**config.mk**
```make
export PLATFORM = sky130hd
export DESIGN_NAME = telemetry_frame_scheduler
export DESIGN_NICKNAME = d
export VERILOG_FILES = /design/src/rtl/frame_pkg.sv /design/src/rtl/frame_req_arbiter.sv /design/src/rtl/telemetry_frame_scheduler.sv
export SDC_FILE = /design/constraint.sdc
export NUM_CORES = 1
export LEC_CHECK = 0
export BUFFER_PORTS_ARGS = -buffer_cell sky130_fd_sc_hd__buf_2
export CAP_MARGIN = 40
export CORE_ASPECT_RATIO = 2
export CORE_MARGIN = 3
export CORE_UTILIZATION = 55
export DETAILED_ROUTE_END_ITERATION = 7
export GPL_TIMING_DRIVEN = 0
export PLACE_DENSITY = 0.79
export SYNTH_ARGS = -nofsm -noshare
export SYNTH_HDL_FRONTEND = slang
export SYNTH_SLANG_ARGS = --single-unit
export TNS_END_PERCENT = 30
```
**constraint.sdc**
```tcl
create_clock -name clk -period 2.3 [get_ports clk]
set_clock_uncertainty 0.1 [all_clocks]
set_input_delay 0.23 -clock clk [delete_from_list [all_inputs] [get_ports clk]]
set_output_delay 0.23 -clock clk [all_outputs]
set_load 0.01 [all_outputs]
```
**src/rtl/frame_pkg.sv**
```systemverilog
// Shared definitions for the telemetry frame scheduler: FSM encoding, frame
// byte positions, default header values and the 7-bit data mask.
package frame_pkg;

   typedef enum logic [1:0] {
      ST_IDLE,
      ST_LOAD,
      ST_SEND,
      ST_GAP
   } state_t;

   localparam logic [2:0] IDX_HDR  = 3'd0;
   localparam logic [2:0] IDX_ADC  = 3'd1;
   localparam logic [2:0] IDX_SEC  = 3'd2;
   localparam logic [2:0] IDX_MIN  = 3'd3;
   localparam logic [2:0] IDX_HR   = 3'd4;
   localparam logic [2:0] IDX_DAY  = 3'd5;
   localparam logic [2:0] IDX_MON  = 3'd6;
   localparam logic [2:0] IDX_CSUM = 3'd7;
   localparam int         FRAME_LEN = 8;

   localparam int         GAP_CYCLES_DEF = 16;
   localparam logic [7:0] HDR_NORM_DEF   = 8'hA5;
   localparam logic [7:0] HDR_ALARM_DEF  = 8'h5A;
   localparam logic [7:0] MASK_7BIT      = 8'h7F;

   function automatic logic [7:0] apply_mask(input logic [7:0] b, input logic seven_bit);
      return seven_bit ? (b & MASK_7BIT) : b;
   endfunction

endpackage

```
**src/rtl/frame_req_arbiter.sv**
```systemverilog
// Pending-request flags with fixed alarm-over-sample priority and the sticky
// overrun flag for dropped sample requests.
module frame_req_arbiter
   import frame_pkg::*;
(
   input  logic clk,
   input  logic rst,
   input  logic i_sample_req,
   input  logic i_alarm_req,
   input  logic i_ovr_clr,
   input  logic i_grant_en,
   output logic o_req_any,
   output logic o_grant_alarm,
   output logic o_overrun
);

   logic r_sample_pend;
   logic r_alarm_pend;
   logic r_overrun;

   logic w_sample_eff;
   logic w_alarm_eff;
   logic w_take_alarm;
   logic w_take_sample;
   logic w_ovr_evt;

   // A request in the same cycle counts immediately so IDLE leaves on that edge.
   assign w_sample_eff  = r_sample_pend | i_sample_req;
   assign w_alarm_eff   = r_alarm_pend | i_alarm_req;
   assign w_take_alarm  = i_grant_en & w_alarm_eff;
   assign w_take_sample = i_grant_en & ~w_alarm_eff & w_sample_eff;
   assign w_ovr_evt     = i_sample_req & r_sample_pend & ~w_take_sample;

   assign o_req_any     = w_sample_eff | w_alarm_eff;
   assign o_grant_alarm = w_alarm_eff;
   assign o_overrun     = r_overrun;

   // NOTE: sequential state uses non-blocking assignments so every register
   // samples the pre-edge values regardless of statement order.
   always_ff @(posedge clk or posedge rst) begin
      if (rst) begin
         r_sample_pend <= 1'b0;
         r_alarm_pend  <= 1'b0;
         r_overrun     <= 1'b0;
      end else begin
         if (w_take_alarm)
            r_alarm_pend <= 1'b0;
         else
            r_alarm_pend <= w_alarm_eff;

         // When both a stored and a new sample request meet a grant, one survives.
         if (w_take_sample)
            r_sample_pend <= r_sample_pend & i_sample_req;
         else
            r_sample_pend <= w_sample_eff;

         if (w_ovr_evt)
            r_overrun <= 1'b1;
         else if (i_ovr_clr)
            r_overrun <= 1'b0;
      end
   end

endmodule

```
**src/rtl/telemetry_frame_scheduler.sv**
```systemverilog
// Builds 8-byte telemetry frames from an ADC/RTC snapshot and streams them to
// the UART serializer; owns the serializer line configuration.
module telemetry_frame_scheduler
   import frame_pkg::*;
#(
   parameter int         GAP_CYCLES = GAP_CYCLES_DEF,
   parameter logic [7:0] HDR_NORM   = HDR_NORM_DEF,
   parameter logic [7:0] HDR_ALARM  = HDR_ALARM_DEF
) (
   input  logic       clk,
   input  logic       rst,
   input  logic       sample_req,
   input  logic       alarm_req,
   input  logic [7:0] adc,
   input  logic [5:0] seconds,
   input  logic [5:0] minutes,
   input  logic [4:0] hours,
   input  logic [4:0] days,
   input  logic [3:0] months,
   input  logic [1:0] bd_rate_in,
   input  logic       dnum_in,
   input  logic       snum_in,
   input  logic [1:0] par_in,
   output logic [1:0] bd_rate,
   output logic       dnum,
   output logic       snum,
   output logic [1:0] par,
   output logic [7:0] tx_data,
   output logic       tx_valid,
   input  logic       tx_ready,
   output logic       busy,
   output logic       frame_done,
   output logic       overrun,
   input  logic       ovr_clr
);

   localparam int GW = $clog2(GAP_CYCLES + 1);

   state_t          r_state;
   state_t          w_next;
   logic            r_is_alarm;
   logic [7:0]      r_adc;
   logic [5:0]      r_sec;
   logic [5:0]      r_min;
   logic [4:0]      r_hr;
   logic [4:0]      r_day;
   logic [3:0]      r_mon;
   logic [1:0]      r_bd_rate;
   logic            r_dnum;
   logic            r_snum;
   logic [1:0]      r_par;
   logic [2:0]      r_idx;
   logic [GW-1:0]   r_gap_cnt;
   logic [7:0]      r_tx_data;
   logic            r_tx_valid;
   logic            r_frame_done;

   logic            w_req_any;
   logic            w_grant_alarm;
   logic            w_accept;
   logic [2:0]      w_idx_next;
   logic [7:0]      w_csum;
   logic [7:0]      w_next_byte;

   frame_req_arbiter u_arb (
      .clk          (clk),
      .rst          (rst),
      .i_sample_req (sample_req),
      .i_alarm_req  (alarm_req),
      .i_ovr_clr    (ovr_clr),
      .i_grant_en   (r_state == ST_IDLE),
      .o_req_any    (w_req_any),
      .o_grant_alarm(w_grant_alarm),
      .o_overrun    (overrun)
   );

   assign w_accept   = r_tx_valid & tx_ready;
   assign w_idx_next = r_idx + 3'd1;

   // Masking commutes with XOR, so the raw checksum is masked like any other byte.
   assign w_csum = r_adc ^ {2'b00, r_sec} ^ {2'b00, r_min} ^ {3'b000, r_hr}
                 ^ {3'b000, r_day} ^ {4'b0000, r_mon};

   always_comb begin
      w_next_byte = w_csum;
      case (w_idx_next)
         IDX_ADC: w_next_byte = r_adc;
         IDX_SEC: w_next_byte = {2'b00, r_sec};
         IDX_MIN: w_next_byte = {2'b00, r_min};
         IDX_HR:  w_next_byte = {3'b000, r_hr};
         IDX_DAY: w_next_byte = {3'b000, r_day};
         IDX_MON: w_next_byte = {4'b0000, r_mon};
         default: w_next_byte = w_csum;
      endcase
   end

   always_ff @(posedge clk or posedge rst) begin
      if (rst)
         r_state <= ST_IDLE;
      else
         r_state <= w_next;
   end

   // NOTE: the default assignment first keeps every path driven, so no latch.
   always_comb begin
      w_next = r_state;
      case (r_state)
         ST_IDLE: if (w_req_any) w_next = ST_LOAD;
         ST_LOAD: w_next = ST_SEND;
         ST_SEND: if (w_accept && r_idx == IDX_CSUM) w_next = ST_GAP;
         ST_GAP:  if (r_gap_cnt == GW'(GAP_CYCLES - 1)) w_next = ST_IDLE;
         default: w_next = ST_IDLE;
      endcase
   end

   always_ff @(posedge clk or posedge rst) begin
      if (rst) begin
         r_is_alarm   <= 1'b0;
         r_adc        <= '0;
         r_sec        <= '0;
         r_min        <= '0;
         r_hr         <= '0;
         r_day        <= '0;
         r_mon        <= '0;
         r_bd_rate    <= '0;
         r_dnum       <= 1'b0;
         r_snum       <= 1'b0;
         r_par        <= '0;
         r_idx        <= IDX_HDR;
         r_gap_cnt    <= '0;
         r_tx_data    <= '0;
         r_tx_valid   <= 1'b0;
         r_frame_done <= 1'b0;
      end else begin
         r_frame_done <= 1'b0;
         case (r_state)
            ST_IDLE: if (w_req_any) r_is_alarm <= w_grant_alarm;
            ST_LOAD: begin
               r_adc      <= adc;
               r_sec      <= seconds;
               r_min      <= minutes;
               r_hr       <= hours;
               r_day      <= days;
               r_mon      <= months;
               r_bd_rate  <= bd_rate_in;
               r_dnum     <= dnum_in;
               r_snum     <= snum_in;
               r_par      <= par_in;
               r_idx      <= IDX_HDR;
               r_tx_data  <= apply_mask(r_is_alarm ? HDR_ALARM : HDR_NORM, dnum_in);
               r_tx_valid <= 1'b1;
            end
            ST_SEND: if (w_accept) begin
               if (r_idx == IDX_CSUM) begin
                  r_tx_valid   <= 1'b0;
                  r_frame_done <= 1'b1;
                  r_gap_cnt    <= '0;
               end else begin
                  r_idx     <= w_idx_next;
                  r_tx_data <= apply_mask(w_next_byte, r_dnum);
               end
            end
            ST_GAP:  r_gap_cnt <= r_gap_cnt + 1'b1;
            default: ;
         endcase
      end
   end

   assign bd_rate    = r_bd_rate;
   assign dnum       = r_dnum;
   assign snum       = r_snum;
   assign par        = r_par;
   assign tx_data    = r_tx_data;
   assign tx_valid   = r_tx_valid;
   assign frame_done = r_frame_done;
   assign busy       = (r_state != ST_IDLE);

endmodule

```
==> results.md <==
* Placed Area at 3705 µm²
* Util after Layout at between 60 and 70%
* Sequential area share after synthesis at about half
* Fin nets at 398
* Power Density at about 1700 nW/µm²
* Vias per cell at approximately 6
* Slew Limit Fails at 0
* Top-area cell type share of the netlist area at about half
* Initial DRC Count at roughly 120
* Synthesized area at 3293 µm²
* Part of the power in combinational logic at around half
* Antenna violations before repair at 0
* DP HPWL at ~5400 µm
* CTS tree: yes
* Worst Hold Class: in2reg
* WL final at approximately 7200 µm
* Switching Fraction at 35.71%
* RR Startpoint: r_idx[0]
* Startpoint types: register
* Die width at 60.72 µm
* Post_cts resized at 0
* R2R setup slack at between 0.2 and 0.3 ns
* Int Pwr at around 4300 µW
* Via count at between 2000 and 2500
* Total CTS buffers at 9
* RSZ-0062 raised after global routing: false
* Yosys warnings at 0
* Max Fclk at just under 500 MHz
* Core area at around 5800 µm²
* Share of cells above drive strength 1 at a little under two fifths
* Clock power frac at 18.1%
* CP Data Arrival Time at approximately 2.2 ns
* Post-synth top flop: dfrtp_1
* Crit end category: register
* Area delta synth->final at 21.05%
* Post-layout power at between 6000 and 7000 µW
* P_sw at between 2000 and 2500 µW
* Drt first pass iters at 4
* Vias in the first global route at roughly 2500
* Root Buffer: clkbuf_16
* Top post-synthesis cells by area: dfrtp_1, mux2_2, ha_1
* Ant diodes at 0
* Max_cap viols at 0
* WL/cell at between 15 and 20 µm
* Hold Crit Start: months[1]
* Syn Inst Count at roughly 260
* Clock Path Buffers at 2
* # fillers at around 450
* Hold slack final at approximately 0.035 ns
* Num Clock Sinks at 64
* Static Leak at between 0.0015 and 0.002 µW
* Crit path kind: reg2reg
* Final hold violation count at 0
* Drt drc at 0
* Cell area after layout at approximately 4000 µm²
* Leading area contributor after synthesis: dfrtp_1
* Clock-pin slew on the worst setup and hold paths at about 0.050 ns
* Status: completed
* Crit-path max FO at 10
* Sequential power share at between 30% and 40%
* Residual overflow from global routing at 0
* Post-synth EDFFs at 0
* First-pass GRT wire length at roughly 12000 µm
* Mean post-synth cell area at about 13 µm²
* Place WS at 0.2907 ns
* Die Area at around 7000 µm²
* Worst-Margin Slew at roughly 0.63 ns
* Initial Util at a little under three fifths
* RePlAce Congestion at approximately 0.77
* Period utilisation layout at between 80% and 90%
* Worst R2R End: tx_data[1]
* Async SR Flop Fraction at 100.0%
* R2R cell count at 6
* GRT Util Overall at 23.11%
* I/O pin total at 64
* Post-DRT Antenna Nets at 0
* Die H at between 100 and 150 µm
* Maximum VDD drop at around 1100 µV
* Yosys reg bits at 64
* Worst Slack Setup Final at about 0.26 ns
* Final setup viols at 0
* Latest clock arrival within the worst-skew pair at about 0.32 ns
* Synth cell types at between 40 and 50
* Max-slew headroom at roughly 58%
* Largest net degree at the start of global routing at 37
* Port Buffers at 63
* H-tree levels at 3
* Syn Nets at 321
* Tmin final at 2.038 ns
* Critical path required time at around 2.5 ns
* Worst Hold Depth at 2
* # rows at 39
* Hold endpoint: r_mon[1]
routing by layer:
layer  routed length [µm]  GRT usage [%]  part of all wire [%]  vias to the layer above
li1                     -              -                     -                     1122
met1                 2603          23.00                    36                     1183
met2                 4127          41.89                    57                       67
met3                  302          5.686                   4.2                       15
met4                  185          12.16                   2.6                        0
met5                    0              0                     0                        -
power groups by stage:
stage	clock, µW	combinational [µW]	sequential (µW)
floorplan	0	2530	2110
global placement	0	3160	2150
detailed placement	0	3270	2180
CTS	1220	3290	2170
global route	1270	3570	2230
finish	1200	3260	2170
cells by family (layout without fill, tap and decap cells):
family	count (synthesis)	in the layout	synth area share, %
compound gates	46	46	10.98
xor+xnor	22	22	7.941
fa+ha+maj	13	13	4.863
buf+inv	23	105	3.609
flops	64	64	48.63
mux	51	51	17.17
simple gates	44	44	6.801
worst max-delay path: stages, from the launching register on:
cell	delay [ns]
dfrtp_1	0.42
ha_1	0.23
ha_1	0.30
buf_2	0.26
mux2_2	0.37
o211ai_1	0.12
a22o_1	0.16
cells in the mapped netlist, types with 2 or more instances:
library cell and instances:
buf_2 8, o211ai_1 7, a21oi_1 3, inv_1 11, and3_1 2, nand3_1 6, a222oi_1 9, nand2_1 13
nor2_2 2, o21ai_0 7, mux2i_1 7, o21ai_1 3, mux2_1 2, o221ai_1 2, buf_6 3, a22o_1 6
nor2_1 9, xnor3_1 5, nand2b_1 2, xor2_1 6, nor2b_1 3, ha_1 12, dfrtp_1 64, xnor2_1 11
mux2_2 42
worst max path at each step:
stage               startpoint         end  slack (ns)  cells after the start
floorplan                  rst  bd_rate[0]        0.37                      1
global placement           rst    r_adc[5]       -0.42                      2
detailed placement    r_idx[0]  tx_data[1]        0.29                      6
CTS                   r_idx[0]  tx_data[1]        0.27                      6
global route          r_idx[0]  tx_data[1]        0.11                      6
finish                r_idx[0]  tx_data[1]        0.26                      6
through the flow:
| stage | cells | TNS, ns |
|---|---|---|
| detailed placement | 388 | 0 |
| floorplan | 263 | 0 |
| CTS | 406 | 0 |
| finish | 406 | 0 |
| global route | 406 | 0 |
| global placement | 387 | -26.42 |
cells in the final DEF, fill, tap and decap left out, drive strengths merged, types with 7 or more instances in the layout:
cell type / count
mux2: 44
clkbuf: 17
a222oi: 9
inv: 11
xnor2: 11
nand2: 13
nor2: 11
mux2i: 7
o211ai: 7
ha: 12
o21ai: 10
dfrtp: 64
buf: 75
flip-flops by register name, indices dropped and copies added, names as in the netlist, 2 cells and up:
signal     flops
bd_rate        2
par            2
r_adc          8
r_day          5
r_gap_cnt      5
r_hr           5
r_idx          3
r_min          6
r_mon          4
r_sec          6
r_state        2
tx_data        8
final cells by class:
type                    instances  area, µm²  area share [%]
plain buffers                  12      77.57           1.946
inverters                      11      41.29           1.036
repair buffers                 66      355.3           8.914
well taps                      61      76.32           1.915
flip-flops and latches         64       1602           40.18
multi-input cells             176       1573           39.45
clock buffers                  16      261.5           6.560
what timing repair did:
action                                 in CTS  in global routing
setup buffers                               0                  0
endpoints found under the hold margin      29                  0
hold buffers                                2                  0
No activity file was read; power rests on OpenSTA's default activity.
